<file path="src/rtl/fp16_mul_sched_if.sv">
// Handshake/bus bundle for fp16_mul_sched.
//   REQ0_*/REQ1_* : two requesters, valid/ready, FP16 operand pairs A/B.
//   CORE_*        : unpacked operands to the shared magnitude multiplier core
//                   and its result/flags coming back.
//   RSP_*         : tagged response, valid/ready.
// slave  : the scheduler's view (requests in, core operands out, response out).
// master : the environment's view (requesters, core, response consumer).
interface fp16_mul_sched_if;
    logic        REQ0_VALID;
    logic        REQ0_READY;
    logic [15:0] REQ0_A;
    logic [15:0] REQ0_B;
    logic        REQ1_VALID;
    logic        REQ1_READY;
    logic [15:0] REQ1_A;
    logic [15:0] REQ1_B;
    logic        CORE_SIGN_A;
    logic        CORE_SIGN_B;
    logic [4:0]  CORE_EXP_A;
    logic [4:0]  CORE_EXP_B;
    logic [10:0] CORE_MANT_A;
    logic [10:0] CORE_MANT_B;
    logic [15:0] CORE_Q;
    logic [4:0]  CORE_FLAGS;
    logic        RSP_VALID;
    logic        RSP_READY;
    logic        RSP_ID;
    logic [15:0] RSP_Q;
    logic [4:0]  RSP_FLAGS;

    modport slave (
        input  REQ0_VALID, REQ0_A, REQ0_B,
        input  REQ1_VALID, REQ1_A, REQ1_B,
        input  CORE_Q, CORE_FLAGS, RSP_READY,
        output REQ0_READY, REQ1_READY,
        output CORE_SIGN_A, CORE_SIGN_B, CORE_EXP_A, CORE_EXP_B,
        output CORE_MANT_A, CORE_MANT_B,
        output RSP_VALID, RSP_ID, RSP_Q, RSP_FLAGS
    );

    modport master (
        output REQ0_VALID, REQ0_A, REQ0_B,
        output REQ1_VALID, REQ1_A, REQ1_B,
        output CORE_Q, CORE_FLAGS, RSP_READY,
        input  REQ0_READY, REQ1_READY,
        input  CORE_SIGN_A, CORE_SIGN_B, CORE_EXP_A, CORE_EXP_B,
        input  CORE_MANT_A, CORE_MANT_B,
        input  RSP_VALID, RSP_ID, RSP_Q, RSP_FLAGS
    );
endinterface

</file>
<file path="src/rtl/fp16_mul_sched.sv">
// Two-requester round-robin scheduler/sequencer for a shared FP16 magnitude
// multiplier core.
//   CLK  : rising-edge clock.
//   RST  : synchronous active-high reset; drops any in-flight operation.
//   bus  : fp16_mul_sched_if.slave carrying the two request ports, the core
//          operand/result ports and the response port.
// Special operands (NaN, Inf, zero) are resolved locally and answered the
// cycle after acceptance; all other pairs are unpacked onto the core, which
// is given CORE_LAT cycles before its result is captured.
module fp16_mul_sched #(
    parameter int unsigned CORE_LAT = 1
) (
    input logic              CLK,
    input logic              RST,
    fp16_mul_sched_if.slave  bus
);
    typedef enum logic [1:0] {IDLE, BUSY, RESP} state_t;

    localparam logic [3:0] LAT_INIT = 4'(CORE_LAT);

    state_t      state;
    state_t      state_nxt;
    logic        ptr;
    logic [3:0]  cnt;

    logic [1:0]  req_valid;
    logic        gnt_valid;
    logic        gnt_id;
    logic [15:0] op_a;
    logic [15:0] op_b;

    logic        nan_a, nan_b, inf_a, inf_b, zero_a, zero_b;
    logic        special;
    logic        prod_sign;
    logic [15:0] sp_q;
    logic [4:0]  sp_flags;

    logic        rsp_valid;
    logic        rsp_id;
    logic [15:0] rsp_q;
    logic [4:0]  rsp_flags;
    logic        core_sign_a, core_sign_b;
    logic [4:0]  core_exp_a, core_exp_b;
    logic [10:0] core_mant_a, core_mant_b;

    // Reserved flag bit from the core is never forwarded.
    logic        flags_unused;
    assign flags_unused = bus.CORE_FLAGS[3];

    assign req_valid = {bus.REQ1_VALID, bus.REQ0_VALID};

    // Grant: pointer's requester first, otherwise the other one. Only in IDLE
    // and never while reset is asserted, so READY stays low under reset.
    always_comb begin
        gnt_valid = 1'b0;
        gnt_id    = ptr;
        if (state == IDLE && !RST) begin
            if (req_valid[ptr]) begin
                gnt_valid = 1'b1;
                gnt_id    = ptr;
            end else if (req_valid[~ptr]) begin
                gnt_valid = 1'b1;
                gnt_id    = ~ptr;
            end
        end
    end

    assign bus.REQ0_READY = gnt_valid && !gnt_id;
    assign bus.REQ1_READY = gnt_valid &&  gnt_id;

    assign op_a = gnt_id ? bus.REQ1_A : bus.REQ0_A;
    assign op_b = gnt_id ? bus.REQ1_B : bus.REQ0_B;

    // Operand classification of the granted pair.
    always_comb begin
        nan_a     = (&op_a[14:10]) && (|op_a[9:0]);
        nan_b     = (&op_b[14:10]) && (|op_b[9:0]);
        inf_a     = (&op_a[14:10]) && !(|op_a[9:0]);
        inf_b     = (&op_b[14:10]) && !(|op_b[9:0]);
        zero_a    = !(|op_a[14:0]);
        zero_b    = !(|op_b[14:0]);
        special   = nan_a || nan_b || inf_a || inf_b || zero_a || zero_b;
        prod_sign = op_a[15] ^ op_b[15];
        sp_flags  = '0;
        if (nan_a || nan_b || (inf_a && zero_b) || (inf_b && zero_a)) begin
            sp_q     = 16'h7E00;
            sp_flags = 5'b10000;
        end else if (inf_a || inf_b) begin
            sp_q = {prod_sign, 5'h1F, 10'h000};
        end else begin
            sp_q = {prod_sign, 15'h0000};
        end
    end

    always_ff @(posedge CLK) begin
        if (RST) begin
            state <= IDLE;
        end else begin
            state <= state_nxt;
        end
    end

    always_comb begin
        state_nxt = state;
        case (state)
            IDLE: if (gnt_valid) state_nxt = special ? RESP : BUSY;
            BUSY: if (cnt == 4'd1) state_nxt = RESP;
            RESP: if (bus.RSP_READY) state_nxt = IDLE;
            default: state_nxt = IDLE;
        endcase
    end

    always_ff @(posedge CLK) begin
        if (RST) begin
            ptr         <= 1'b0;
            cnt         <= '0;
            rsp_valid   <= 1'b0;
            rsp_id      <= 1'b0;
            rsp_q       <= '0;
            rsp_flags   <= '0;
            core_sign_a <= 1'b0;
            core_sign_b <= 1'b0;
            core_exp_a  <= '0;
            core_exp_b  <= '0;
            core_mant_a <= '0;
            core_mant_b <= '0;
        end else begin
            case (state)
                IDLE: begin
                    if (gnt_valid) begin
                        ptr    <= ~gnt_id;
                        rsp_id <= gnt_id;
                        if (special) begin
                            rsp_q     <= sp_q;
                            rsp_flags <= sp_flags;
                            rsp_valid <= 1'b1;
                        end else begin
                            // Subnormals share the exponent of the smallest
                            // normal; the hidden bit carries the difference.
                            core_sign_a <= op_a[15];
                            core_sign_b <= op_b[15];
                            core_exp_a  <= (op_a[14:10] == 5'd0) ? 5'd1 : op_a[14:10];
                            core_exp_b  <= (op_b[14:10] == 5'd0) ? 5'd1 : op_b[14:10];
                            core_mant_a <= {(op_a[14:10] != 5'd0), op_a[9:0]};
                            core_mant_b <= {(op_b[14:10] != 5'd0), op_b[9:0]};
                            cnt         <= LAT_INIT;
                        end
                    end
                end
                BUSY: begin
                    cnt <= cnt - 4'd1;
                    if (cnt == 4'd1) begin
                        rsp_q     <= bus.CORE_Q;
                        rsp_flags <= {bus.CORE_FLAGS[4], 1'b0, bus.CORE_FLAGS[2:0]};
                        rsp_valid <= 1'b1;
                    end
                end
                RESP: begin
                    if (bus.RSP_READY) rsp_valid <= 1'b0;
                end
                default: ;
            endcase
        end
    end

    assign bus.RSP_VALID   = rsp_valid;
    assign bus.RSP_ID      = rsp_id;
    assign bus.RSP_Q       = rsp_q;
    assign bus.RSP_FLAGS   = rsp_flags;
    assign bus.CORE_SIGN_A = core_sign_a;
    assign bus.CORE_SIGN_B = core_sign_b;
    assign bus.CORE_EXP_A  = core_exp_a;
    assign bus.CORE_EXP_B  = core_exp_b;
    assign bus.CORE_MANT_A = core_mant_a;
    assign bus.CORE_MANT_B = core_mant_b;
endmodule

</file>
<file path="src/flat_wrapper.sv">
// flat-port wrapper written by rule: the top's interface ports become plain ports
module fp16_mul_sched_flat 
#(
    parameter int unsigned CORE_LAT = 1
)
  (CLK, RST, bus_REQ0_VALID, bus_REQ0_A, bus_REQ0_B, bus_REQ1_VALID, bus_REQ1_A, bus_REQ1_B, bus_CORE_Q, bus_CORE_FLAGS, bus_RSP_READY, bus_REQ0_READY, bus_REQ1_READY, bus_CORE_SIGN_A, bus_CORE_SIGN_B, bus_CORE_EXP_A, bus_CORE_EXP_B, bus_CORE_MANT_A, bus_CORE_MANT_B, bus_RSP_VALID, bus_RSP_ID, bus_RSP_Q, bus_RSP_FLAGS);
  fp16_mul_sched_if bus_i ();
  input logic CLK;
  input logic RST;
  input wire logic [$bits(bus_i.REQ0_VALID)-1:0] bus_REQ0_VALID;
  input wire logic [$bits(bus_i.REQ0_A)-1:0] bus_REQ0_A;
  input wire logic [$bits(bus_i.REQ0_B)-1:0] bus_REQ0_B;
  input wire logic [$bits(bus_i.REQ1_VALID)-1:0] bus_REQ1_VALID;
  input wire logic [$bits(bus_i.REQ1_A)-1:0] bus_REQ1_A;
  input wire logic [$bits(bus_i.REQ1_B)-1:0] bus_REQ1_B;
  input wire logic [$bits(bus_i.CORE_Q)-1:0] bus_CORE_Q;
  input wire logic [$bits(bus_i.CORE_FLAGS)-1:0] bus_CORE_FLAGS;
  input wire logic [$bits(bus_i.RSP_READY)-1:0] bus_RSP_READY;
  output wire logic [$bits(bus_i.REQ0_READY)-1:0] bus_REQ0_READY;
  output wire logic [$bits(bus_i.REQ1_READY)-1:0] bus_REQ1_READY;
  output wire logic [$bits(bus_i.CORE_SIGN_A)-1:0] bus_CORE_SIGN_A;
  output wire logic [$bits(bus_i.CORE_SIGN_B)-1:0] bus_CORE_SIGN_B;
  output wire logic [$bits(bus_i.CORE_EXP_A)-1:0] bus_CORE_EXP_A;
  output wire logic [$bits(bus_i.CORE_EXP_B)-1:0] bus_CORE_EXP_B;
  output wire logic [$bits(bus_i.CORE_MANT_A)-1:0] bus_CORE_MANT_A;
  output wire logic [$bits(bus_i.CORE_MANT_B)-1:0] bus_CORE_MANT_B;
  output wire logic [$bits(bus_i.RSP_VALID)-1:0] bus_RSP_VALID;
  output wire logic [$bits(bus_i.RSP_ID)-1:0] bus_RSP_ID;
  output wire logic [$bits(bus_i.RSP_Q)-1:0] bus_RSP_Q;
  output wire logic [$bits(bus_i.RSP_FLAGS)-1:0] bus_RSP_FLAGS;
  assign bus_i.REQ0_VALID = bus_REQ0_VALID;
  assign bus_i.REQ0_A = bus_REQ0_A;
  assign bus_i.REQ0_B = bus_REQ0_B;
  assign bus_i.REQ1_VALID = bus_REQ1_VALID;
  assign bus_i.REQ1_A = bus_REQ1_A;
  assign bus_i.REQ1_B = bus_REQ1_B;
  assign bus_i.CORE_Q = bus_CORE_Q;
  assign bus_i.CORE_FLAGS = bus_CORE_FLAGS;
  assign bus_i.RSP_READY = bus_RSP_READY;
  assign bus_REQ0_READY = bus_i.REQ0_READY;
  assign bus_REQ1_READY = bus_i.REQ1_READY;
  assign bus_CORE_SIGN_A = bus_i.CORE_SIGN_A;
  assign bus_CORE_SIGN_B = bus_i.CORE_SIGN_B;
  assign bus_CORE_EXP_A = bus_i.CORE_EXP_A;
  assign bus_CORE_EXP_B = bus_i.CORE_EXP_B;
  assign bus_CORE_MANT_A = bus_i.CORE_MANT_A;
  assign bus_CORE_MANT_B = bus_i.CORE_MANT_B;
  assign bus_RSP_VALID = bus_i.RSP_VALID;
  assign bus_RSP_ID = bus_i.RSP_ID;
  assign bus_RSP_Q = bus_i.RSP_Q;
  assign bus_RSP_FLAGS = bus_i.RSP_FLAGS;
  fp16_mul_sched #(.CORE_LAT(CORE_LAT)) u_core (.CLK(CLK), .RST(RST), .bus(bus_i));
endmodule
</file>
<file path="config.mk">
export PLATFORM = sky130hd
export DESIGN_NAME = fp16_mul_sched_flat
export DESIGN_NICKNAME = d
export VERILOG_FILES = /design/src/rtl/fp16_mul_sched_if.sv /design/src/rtl/fp16_mul_sched.sv /design/src/flat_wrapper.sv
export SDC_FILE = /design/constraint.sdc
export NUM_CORES = 1
export LEC_CHECK = 0
export CAP_MARGIN = 10
export CORE_ASPECT_RATIO = 0.7
export CORE_MARGIN = 4
export CORE_UTILIZATION = 38
export DETAILED_ROUTE_END_ITERATION = 7
export PLACE_DENSITY = 0.9
export SYNTH_ARGS = -nofsm -noshare
export SYNTH_HDL_FRONTEND = slang
export SYNTH_SLANG_ARGS = --single-unit
</file>
<file path="constraint.sdc">
create_clock -name CLK -period 2.65 [get_ports CLK]
set_input_delay 0.3975 -clock CLK [delete_from_list [all_inputs] [get_ports CLK]]
set_output_delay 0.3975 -clock CLK [all_outputs]
set_load 0.05 [all_outputs]
</file>
==> run_results.csv, run 1 <==
group,metric,value,unit
job,maxCapViolations,0,
place,numPortBuffers,146,
cts,ctsLongestPathBuffers,2,
synthesis,yosysWarnings,0,
detailed_routing,wl_per_cell,17.9,um
setup_path,critPathMaxFanout,5,
die,die_x,118,um
detailed_routing,ant_nets,0,
cts,cts_tree,"built",
die,start_util,40.0,%
die,die_h,85.0,um
synthesis,synth_ff_type,"dfxtp_1",
power,peakVddDrop,0.000388,V
sta,finalSetupTns,-0.0314,ns
sta,relSlewSlack,40.5,%
cts,cts_root_buf,"clkbuf_16",
sta,finalWorstPathRequiredPeriod,2.68,ns
synthesis,synth-seq-area-share,39.2,%
sta,fin_ws,-0.0314,ns
sta,slew_viol_final,0,
setup_path,cp_top_family,"compound AO/OA/AOI/OAI gates",
cts,clkSinkCount,63,
sta,tightest_slew,0.883,ns
synthesis,synth_top_area_share,39.2,%
setup_path,crit_type,"reg -> reg",
place,dp_hpwl,7990,um
power,cellPowerDensity,872,mW/mm^2
die,core-area,0.00804,sq mm
sta,max_freq,373,MHz
synthesis,synth_area_leaders,"dfxtp_1 (39%), mux2i_1 (12%), a211oi_2 (9.7%), nor2_1 (6.9%), nand3_1 (3.4%)",
cts,cts_made_buffers,9,
die,die_area,0.0100,sq mm
grt,grt_max_degree,65,
setup_path,cp.arrival,2.88,ns
sta,rsz0062_at_grt,"yes",
setup_path,path_buf_inv,2,
detailed_routing,drt-pass1-iter-count,4,
setup_path,cp_slowest_cell,"a222oi_1",
synthesis,synthArstFlopShare,0,%
sta,fin_crit_sh,101,%
cts,clock_latency,0.32,ns
grt,grt.total_usage,21.6,%
setup_path,path_common_cell,"buf_6",
layout,drive_above_1_share,22.4,%
power,leakagePower,2.25,nW
cts,clkTransAtPathRegs,0.05,ns
synthesis,yosysMostFrequentCell,"dfxtp_1",
grt,grt_pass1_vias,3616,
layout,area_delta_synth_final,75.9,%
layout,fillers,579,
grt,antenna_found_initial,0,
sta,worst_clock_skew,0.00430,ns
synthesis,synth_seq_cells,63,
die,pin_count,149,
detailed_routing,num_vias,3513,
grt,grt-ovfl-total,0,
place,finalWeightedCongestion,0.883,
detailed_routing,drt_iter0_drc,229,
synthesis,netlist_instances,354,
cts,cts_max_level,3,
setup_path,crit_chain,"o41ai_4 -> o2bb2ai_4 -> mux2_4 -> a222oi_1 -> nor2b_4 -> buf_6 -> buf_6 -> nor2_2 -> o311a_1",
setup_path,critical-path-max-stage-delay,0.40,ns
setup_path,cp.required,2.85,ns
synthesis,synth.distinct_cells,42,
min_path,hp-class,"reg -> reg",
layout,finalNetCount,631,
detailed_routing,drt_wl_total,11500,um
outcome,status,"finished, violations left",
die,rows,27,
sta,setup_viol,1,
synthesis,netlist.top_cell.by_area,"dfxtp_1",
grt,grt_pass1_wl,17700,um
synthesis,syn_area_per_cell,9.09,sq um
synthesis,syn_nets,446,
synthesis,synth_commonest_cells,"dfxtp_1 (63), nor2_1 (59), mux2i_1 (39), a211oi_2 (25), nand3_1 (22)",
detailed_routing,vias_per_cell,5.47,
synthesis,synth_edf_count,0,
power,power,4.94,mW
outcome,violations,"negative setup slack",
layout,n_antenna_cell,0,
synthesis,synth_area,0.00322,sq mm
setup_path,critPathCaptureType,"register",
setup_path,startpoint_type,"register",
sta,hold_violations,0,
detailed_routing,drc,0,
[through the flow]
step	hold slack [ns]	std cells	area, sq um	utilization (%)	setup slack (ns)
4_1_cts	0.450	635	5510	68.5	0.0102
3_5_place_dp	0.443	614	5050	62.9	-0.502
6_report	0.448	642	5660	70.4	-0.0314
3_3_place_gp	0.439	614	5050	62.9	-0.390
5_1_grt	0.476	642	5660	70.4	-0.130
2_1_floorplan	0.506	354	3220	-	0.110
[cell families (layout without fill, tap and decap cells)]
family                   after synthesis  after routing  synth area share (%)
AND/OR/NAND/NOR                      133            133                  19.2
AO/OA/AOI/OAI                         78             78                  21.7
flip-flops                            63             63                  39.2
multiplexers                          42             42                  13.2
buffers and inverters                 31            218                  4.74
XOR/XNOR                               4              4                  1.09
adder cells (fa/ha/maj)                2              2                 0.777
other                                  1              1                 0.117
[layout make-up]
type,count,area (sq um),share of cell area [%]
Clock inverter,1,5.00,0.0884
Clock buffer,12,267,4.71
Timing Repair Buffer,201,2070,36.6
Tap cell,101,126,2.23
Multi-Input combinational cell,260,1910,33.7
Inverter,4,15.0,0.265
Sequential cell,63,1270,22.4
[repair_timing]
| action | in CTS | in global routing |
|---|---|---|
| resized for setup | 13 | 19 |
| setup buffers | 5 | 4 |
| endpoints found under the setup margin | 57 | 57 |
| hold buffers | 0 | 0 |
| pin swaps | 4 | 13 |
| gates cloned | 3 | 4 |
| endpoints found under the hold margin | 0 | 0 |
[routing by layer]
layer	part of all wire (%)	global-route usage [%]	wire (um)	vias up
li1	-	-	-	1668
met1	43	25.3	4950	1678
met2	49	37.0	5640	143
met3	6.2	7.20	717	24
met4	1.8	7.98	211	0
met5	0	0	0	-
[flip-flops by register name, indices dropped and copies added, names as in the netlist, 2 cells and up]
name	count
u_core.bus.CORE_EXP_B	5
u_core.bus.CORE_EXP_A	5
u_core.state	2
u_core.bus.RSP_FLAGS	4
u_core.bus.RSP_Q	16
u_core.cnt	4
u_core.bus.CORE_MANT_A	11
u_core.bus.CORE_MANT_B	11
[worst reg2reg max path, stage by stage, from the launching register on]
cell	delay [ns]
dfxtp_4	0.36
o41ai_4	0.38
o2bb2ai_4	0.20
mux2_4	0.33
a222oi_1	0.40
nor2b_4	0.28
buf_6	0.13
buf_6	0.09
nor2_2	0.04
o311a_1	0.35
[worst paths after layout]
check,startpoint,end,slack (ns),cells past startpoint
max reg2reg,u_core.state[0],u_core.cnt[1],-0.03,9
min reg2reg,u_core.bus.RSP_FLAGS[0],u_core.bus.RSP_FLAGS[0],0.45,2
min,u_core.bus.RSP_FLAGS[0],u_core.bus.RSP_FLAGS[0],0.45,2
max,u_core.state[0],u_core.cnt[1],-0.03,9
[power by group]
group          internal [mW]  leakage (nW)  switching, mW
clock network          0.691         0.136          0.382
registers               1.15         0.517          0.137
logic                   1.09          1.59           1.48
total                   2.94          2.25           2.00
[layout by cell type, fill, tap and decap left out, types with 4 or more instances in the layout]
cell             instances
clkdlybuf4s50_1        142
dfxtp_1                 61
nor2_1                  55
buf_4                   40
mux2i_1                 38
a211oi_2                30
nand3_1                 22
nand2_1                 18
a21oi_1                 17
clkbuf_16               13
nor3_1                   9
nor4_1                   9
a211oi_1                 7
buf_12                   7
o21ai_0                  5
and3_1                   5
inv_1                    4
or4_1                    4
buf_6                    4
(Power assumes the default switching activity.)
==> run 2, diff against run 1 <==
GPL_ROUTABILITY_DRIVEN = 0   (was default)
PLACE_DENSITY = default   (was 0.9)
PLACE_DENSITY_LB_ADDON = 0.08   (was default)
==> run_results.csv, run 2 (same netlist as run 1, synthesis figures left out) <==
group,metric,value,unit
setup_path,cp.required,2.86,ns
place,postPlaceCellArea,0.00509,sq mm
cts,clock_latency,0.33,ns
layout,post-route-util,68.8,%
sta,hold_violations,0,
place,numPortBuffers,146,
cts,cts_made_buffers,9,
cts,cts-hold-fix-buffers,0,
layout,multi_input_area,0.00187,sq mm
detailed_routing,num_vias,3336,
grt,grt-ovfl-total,0,
layout,finalNetCount,628,
die,start_util,40.0,%
die,core-area,0.00804,sq mm
sta,rsz0062_at_grt,"yes",
layout,area_delta_synth_final,71.9,%
layout,fin_area,0.00553,sq mm
setup_path,path_buf_inv,3,
detailed_routing,wl_per_cell,15.9,um
setup_path,critical-path-max-stage-delay,0.41,ns
cts,ctsLongestPathBuffers,2,
layout,n_antenna_cell,0,
grt,grt.total_usage,20.7,%
place,place_inst,621,
setup_path,critPathMaxFanout,5,
detailed_routing,vias_per_cell,5.20,
setup_path,critPathCaptureType,"register",
min_path,hp-class,"reg -> reg",
place,dp_hpwl,7720,um
grt,grt_max_degree,45,
power,leakagePower,2.20,nW
sta,tightest_slew,0.569,ns
sta,relSlewSlack,62.1,%
sta,max_freq,386,MHz
outcome,status,"complete, no violations",
die,die_x,118,um
cts,cts_tree,"built",
cts,cts_root_buf,"clkbuf_16",
detailed_routing,drt-pass1-iter-count,4,
detailed_routing,ant_nets,0,
die,die_h,85.0,um
detailed_routing,drc,0,
setup_path,startpoint_type,"input port",
sta,finalWorstPathRequiredPeriod,2.59,ns
setup_path,cp_slowest_cell,"o41ai_4",
layout,drive_above_1_share,20.9,%
die,pin_count,149,
setup_path,r2r_slack,0.09,ns
layout,seqCellArea,0.00126,sq mm
layout,layout_commonest_cell,"clkdlybuf4s50_1",
detailed_routing,drt_wl_total,10200,um
cts,clkSinkCount,63,
layout,stdcell_count,642,
setup_path,cp_top_family,"compound AO/OA/AOI/OAI gates",
sta,worst_clock_skew,0.00453,ns
cts,clkTransAtPathRegs,0.05,ns
layout,final_cell_mix,"clkdlybuf4s50_1 (142), dfxtp_1 (61), nor2_1 (59)",
grt,antenna_found_initial,0,
layout,fillers,645,
cts,cts_max_level,3,
sta,finalSetupTns,0,ns
job,maxCapViolations,0,
sta,fin_crit_sh,97.8,%
layout,largest_reg_flops,16,
power,power,4.83,mW
grt,grt_pass1_vias,3421,
power,peakVddDrop,0.000425,V
setup_path,crit_chain,"dlygate4sd2_1 -> o41ai_4 -> o2bb2ai_4 -> mux2_2 -> a222oi_1 -> nor2b_4 -> buf_4 -> buf_6 -> nor2_1 -> o311a_1",
die,die_area,0.0100,sq mm
setup_path,crit_type,"in -> reg",
sta,setup_viol,0,
grt,grt_pass1_wl,17000,um
detailed_routing,drt_iter0_drc,227,
setup_path,cp.arrival,2.80,ns
die,rows,27,
power,cellPowerDensity,873,mW/mm^2
sta,slew_viol_final,0,
## run 2: area by class of cell
class	count	share of cell area [%]
repair buffers	198	35.4
multi-input cells	260	33.8
flip-flops and latches	63	22.9
clock buffers	10	4.32
well taps	101	2.29
clock inverters	6	1.09
inverters	4	0.271
## run 2: worst reg2reg max path: cells and delay by family, from the launching register on
kind | cells | cell delay, ns
compound gates | 4 | 1.20
mux | 1 | 0.38
flops | 1 | 0.35
simple gates | 2 | 0.26
buf+inv | 2 | 0.25
## run 2: routing by layer
metal / routed length, um / up-vias / GRT usage (%)
li1: - / 1673 / -
met1: 4750 / 1540 / 26.1
met2: 4680 / 111 / 34.0
met3: 669 / 12 / 7.13
met4: 114 / 0 / 5.32
met5: 0 / - / 0
## run 2: final timing paths
kind	start	to	cells past startpoint
hold reg to reg	u_core.bus.RSP_Q[4]	u_core.bus.RSP_Q[4]	2
setup / recovery	bus_REQ1_VALID	u_core.cnt[1]	10
hold / removal	u_core.bus.RSP_Q[4]	u_core.bus.RSP_Q[4]	2
setup reg to reg	u_core.state[0]	u_core.cnt[1]	9
## run 2: repair_timing
| item | 4_1_cts | 5_1_grt |
|---|---|---|
| setup buffers | 4 | 0 |
| cloned | 1 | 0 |
| endpoints found under the setup margin | 55 | 54 |
| resized for setup | 9 | 9 |
| pin swaps | 3 | 4 |
| endpoints found under the hold margin | 0 | 0 |
## run 2: metrics by stage
stage | hold WS, ns | setup slack (ns)
3_3_place_gp | 0.438 | -0.410
3_5_place_dp | 0.443 | -0.524
2_1_floorplan | 0.506 | 0.110
4_1_cts | 0.450 | 0.0368
5_1_grt | 0.468 | -0.0301
6_report | 0.449 | 0.0596
## run 2: power by group
part	switching, mW	internal, mW	leakage (nW)
combinational	1.38	0.995	1.54
clock	0.420	0.747	0.144
sequential	0.134	1.15	0.517
==> run 3, diff against run 2 <==
CORE_UTILIZATION = 42   (was 38)
clock period = 2.81 ns   (was 2.65 ns; I/O delays follow)
==> run_results.csv, run 3 (same netlist as run 1, synthesis figures left out) <==
group,metric,value,unit
outcome,status,"complete, no violations",
detailed_routing,drc,0,
setup_path,reg2reg_to,"u_core.bus.CORE_EXP_A[0]",
sta,hold_violations,0,
setup_path,cp.arrival,2.85,ns
sta,setup_viol,0,
cts,clkSinkCount,63,
cts,cts_root_buf,"clkbuf_8",
detailed_routing,ant_nets,0,
die,die_x,113,um
detailed_routing,drt_iter0_drc,150,
grt,grt_pass1_vias,3211,
layout,n_antenna_cell,0,
sta,whs,0.451,ns
layout,fin_area,0.00525,sq mm
setup_path,startpoint_type,"register",
power,cellPowerDensity,783,mW/mm^2
detailed_routing,num_vias,3311,
min_path,hold_depth,2,
die,core-area,0.00738,sq mm
layout,layout_commonest_cell,"clkdlybuf4s50_1",
place,numPortBuffers,146,
setup_path,path_common_cell,"buf_4",
place,postPlaceCellArea,0.00495,sq mm
setup_path,critPathCaptureType,"register",
cts,cts_tree,"built",
power,power,4.11,mW
layout,largest_reg_flops,16,
detailed_routing,vias_per_cell,5.32,
setup_path,r2r_slack,0.18,ns
setup_path,cp.required,3.03,ns
cts,clkTransAtPathRegs,0.08,ns
die,rows,26,
sta,tightest_slew,0.545,ns
power,leakagePower,2.06,nW
detailed_routing,wl_per_cell,16.2,um
grt,grt_max_degree,40,
setup_path,critPathMaxFanout,19,
detailed_routing,drt_wl_total,10100,um
die,die_h,81.2,um
layout,final_cell_mix,"clkdlybuf4s50_1 (142), dfxtp_1 (62), nor2_1 (59)",
setup_path,cp_slowest_cell,"dfxtp_2",
grt,grt.busiest_layer,"met2",
sta,fin_crit_sh,93.6,%
grt,grtUsageMet2,34.8,%
detailed_routing,drt-pass1-iter-count,4,
layout,finalNetCount,611,
min_path,hp-class,"reg -> reg",
layout,drive_above_1_share,17.4,%
grt,use_met1,26.5,%
die,start_util,43.6,%
setup_path,regToRegStartpoint,"u_core.state[0]",
grt,grt_pass1_wl,15500,um
sta,slew_viol_final,0,
grt,gr-usage-met3,7.67,%
grt,antenna_found_initial,0,
setup_path,critical-path-max-stage-delay,0.38,ns
die,pin_count,149,
sta,relSlewSlack,63.6,%
grt,grt.total_usage,21.1,%
grt,grt-ovfl-total,0,
setup_path,crit_type,"reg -> reg",
layout,seqCellArea,0.00126,sq mm
min_path,min-delay-start,"u_core.bus.RSP_Q[3]",
min_path,hold_path_end,"u_core.bus.RSP_Q[3]",
sta,worst_clock_skew,0.00877,ns
place,dp_hpwl,7260,um
die,die_area,0.00915,sq mm
cts,cts_max_level,3,
power,peakVddDrop,0.000415,V
job,maxCapViolations,0,
layout,multi_input_area,0.00184,sq mm
cts,ctsLongestPathBuffers,2,
sta,max_freq,380,MHz
sta,rsz0062_at_grt,"no",
cts,cts_made_buffers,9,
setup_path,reg2regPathDepth,9,
layout,area_delta_synth_final,63.1,%
cts,clock_latency,0.35,ns
setup_path,crit_chain,"o41ai_4 -> o2bb2ai_4 -> mux2_2 -> a222oi_1 -> nor2b_4 -> buf_4 -> buf_4 -> clkbuf_16 -> a311oi_2",
sta,finalWorstPathRequiredPeriod,2.63,ns
layout,fillers,588,
run 3: what timing repair did:
item	in CTS	in global routing
endpoints found under the setup margin	0	53
setup buffers	0	4
gates resized for setup	0	4
hold buffers	0	0
run 3: worst max-delay path: cells and delay by family, from the launching register on:
kind                   cells  cell delay [ns]
AOI/OAI and AO/OA          4             1.03
buffers and inverters      3             0.45
DFF                        1             0.38
muxes                      1             0.38
and+or+nand+nor            1             0.26
run 3: per-layer routing:
metal / routed length, um / vias up
li1: - / 1635
met1: 4490 / 1540
met2: 4680 / 129
met3: 837 / 7
met4: 81 / 0
met5: 0 / -
run 3: through the flow:
step / worst slack, ns / util, % / std cells / TNS, ns
after CTS: 0.00875 / 69.3 / 615 / 0
after global placement: -0.263 / 67.0 / 599 / -11.30
final: 0.181 / 71.1 / 622 / 0
after detailed placement: -0.357 / 67.0 / 599 / -16.15
after floorplan: 0.248 / - / 354 / 0
after global routing: 0.0231 / 71.1 / 622 / 0
run 3: worst max-delay path by stage:
stage / cells after the start / endpoint / start / slack, ns
2_1_floorplan: 9 / u_core.bus.CORE_MANT_A[2] / bus_REQ1_VALID / 0.25
3_3_place_gp: 9 / u_core.bus.CORE_EXP_A[0] / bus_REQ1_VALID / -0.26
3_5_place_dp: 9 / u_core.bus.CORE_EXP_A[0] / bus_REQ1_VALID / -0.36
4_1_cts: 10 / u_core.bus.CORE_EXP_A[0] / bus_REQ1_VALID / 0.009
5_1_grt: 10 / u_core.bus.CORE_MANT_B[10] / u_core.state[1] / 0.02
6_report: 9 / u_core.bus.CORE_EXP_A[0] / u_core.state[0] / 0.18
run 3: power by group:
| part | switching [mW] | internal, mW |
|---|---|---|
| Sequential | 0.124 | 1.08 |
| Combinational | 1.28 | 0.915 |
| Clock | 0.386 | 0.321 |
run 3: final cells by class:
class	instances	share of cell area [%]
tap	98	2.34
clock buffer	9	2.36
timing repair buffer	181	34.9
multi-input combinational	260	35.1
sequential	63	24.1
clock inverter	7	0.930
inverter	4	0.286
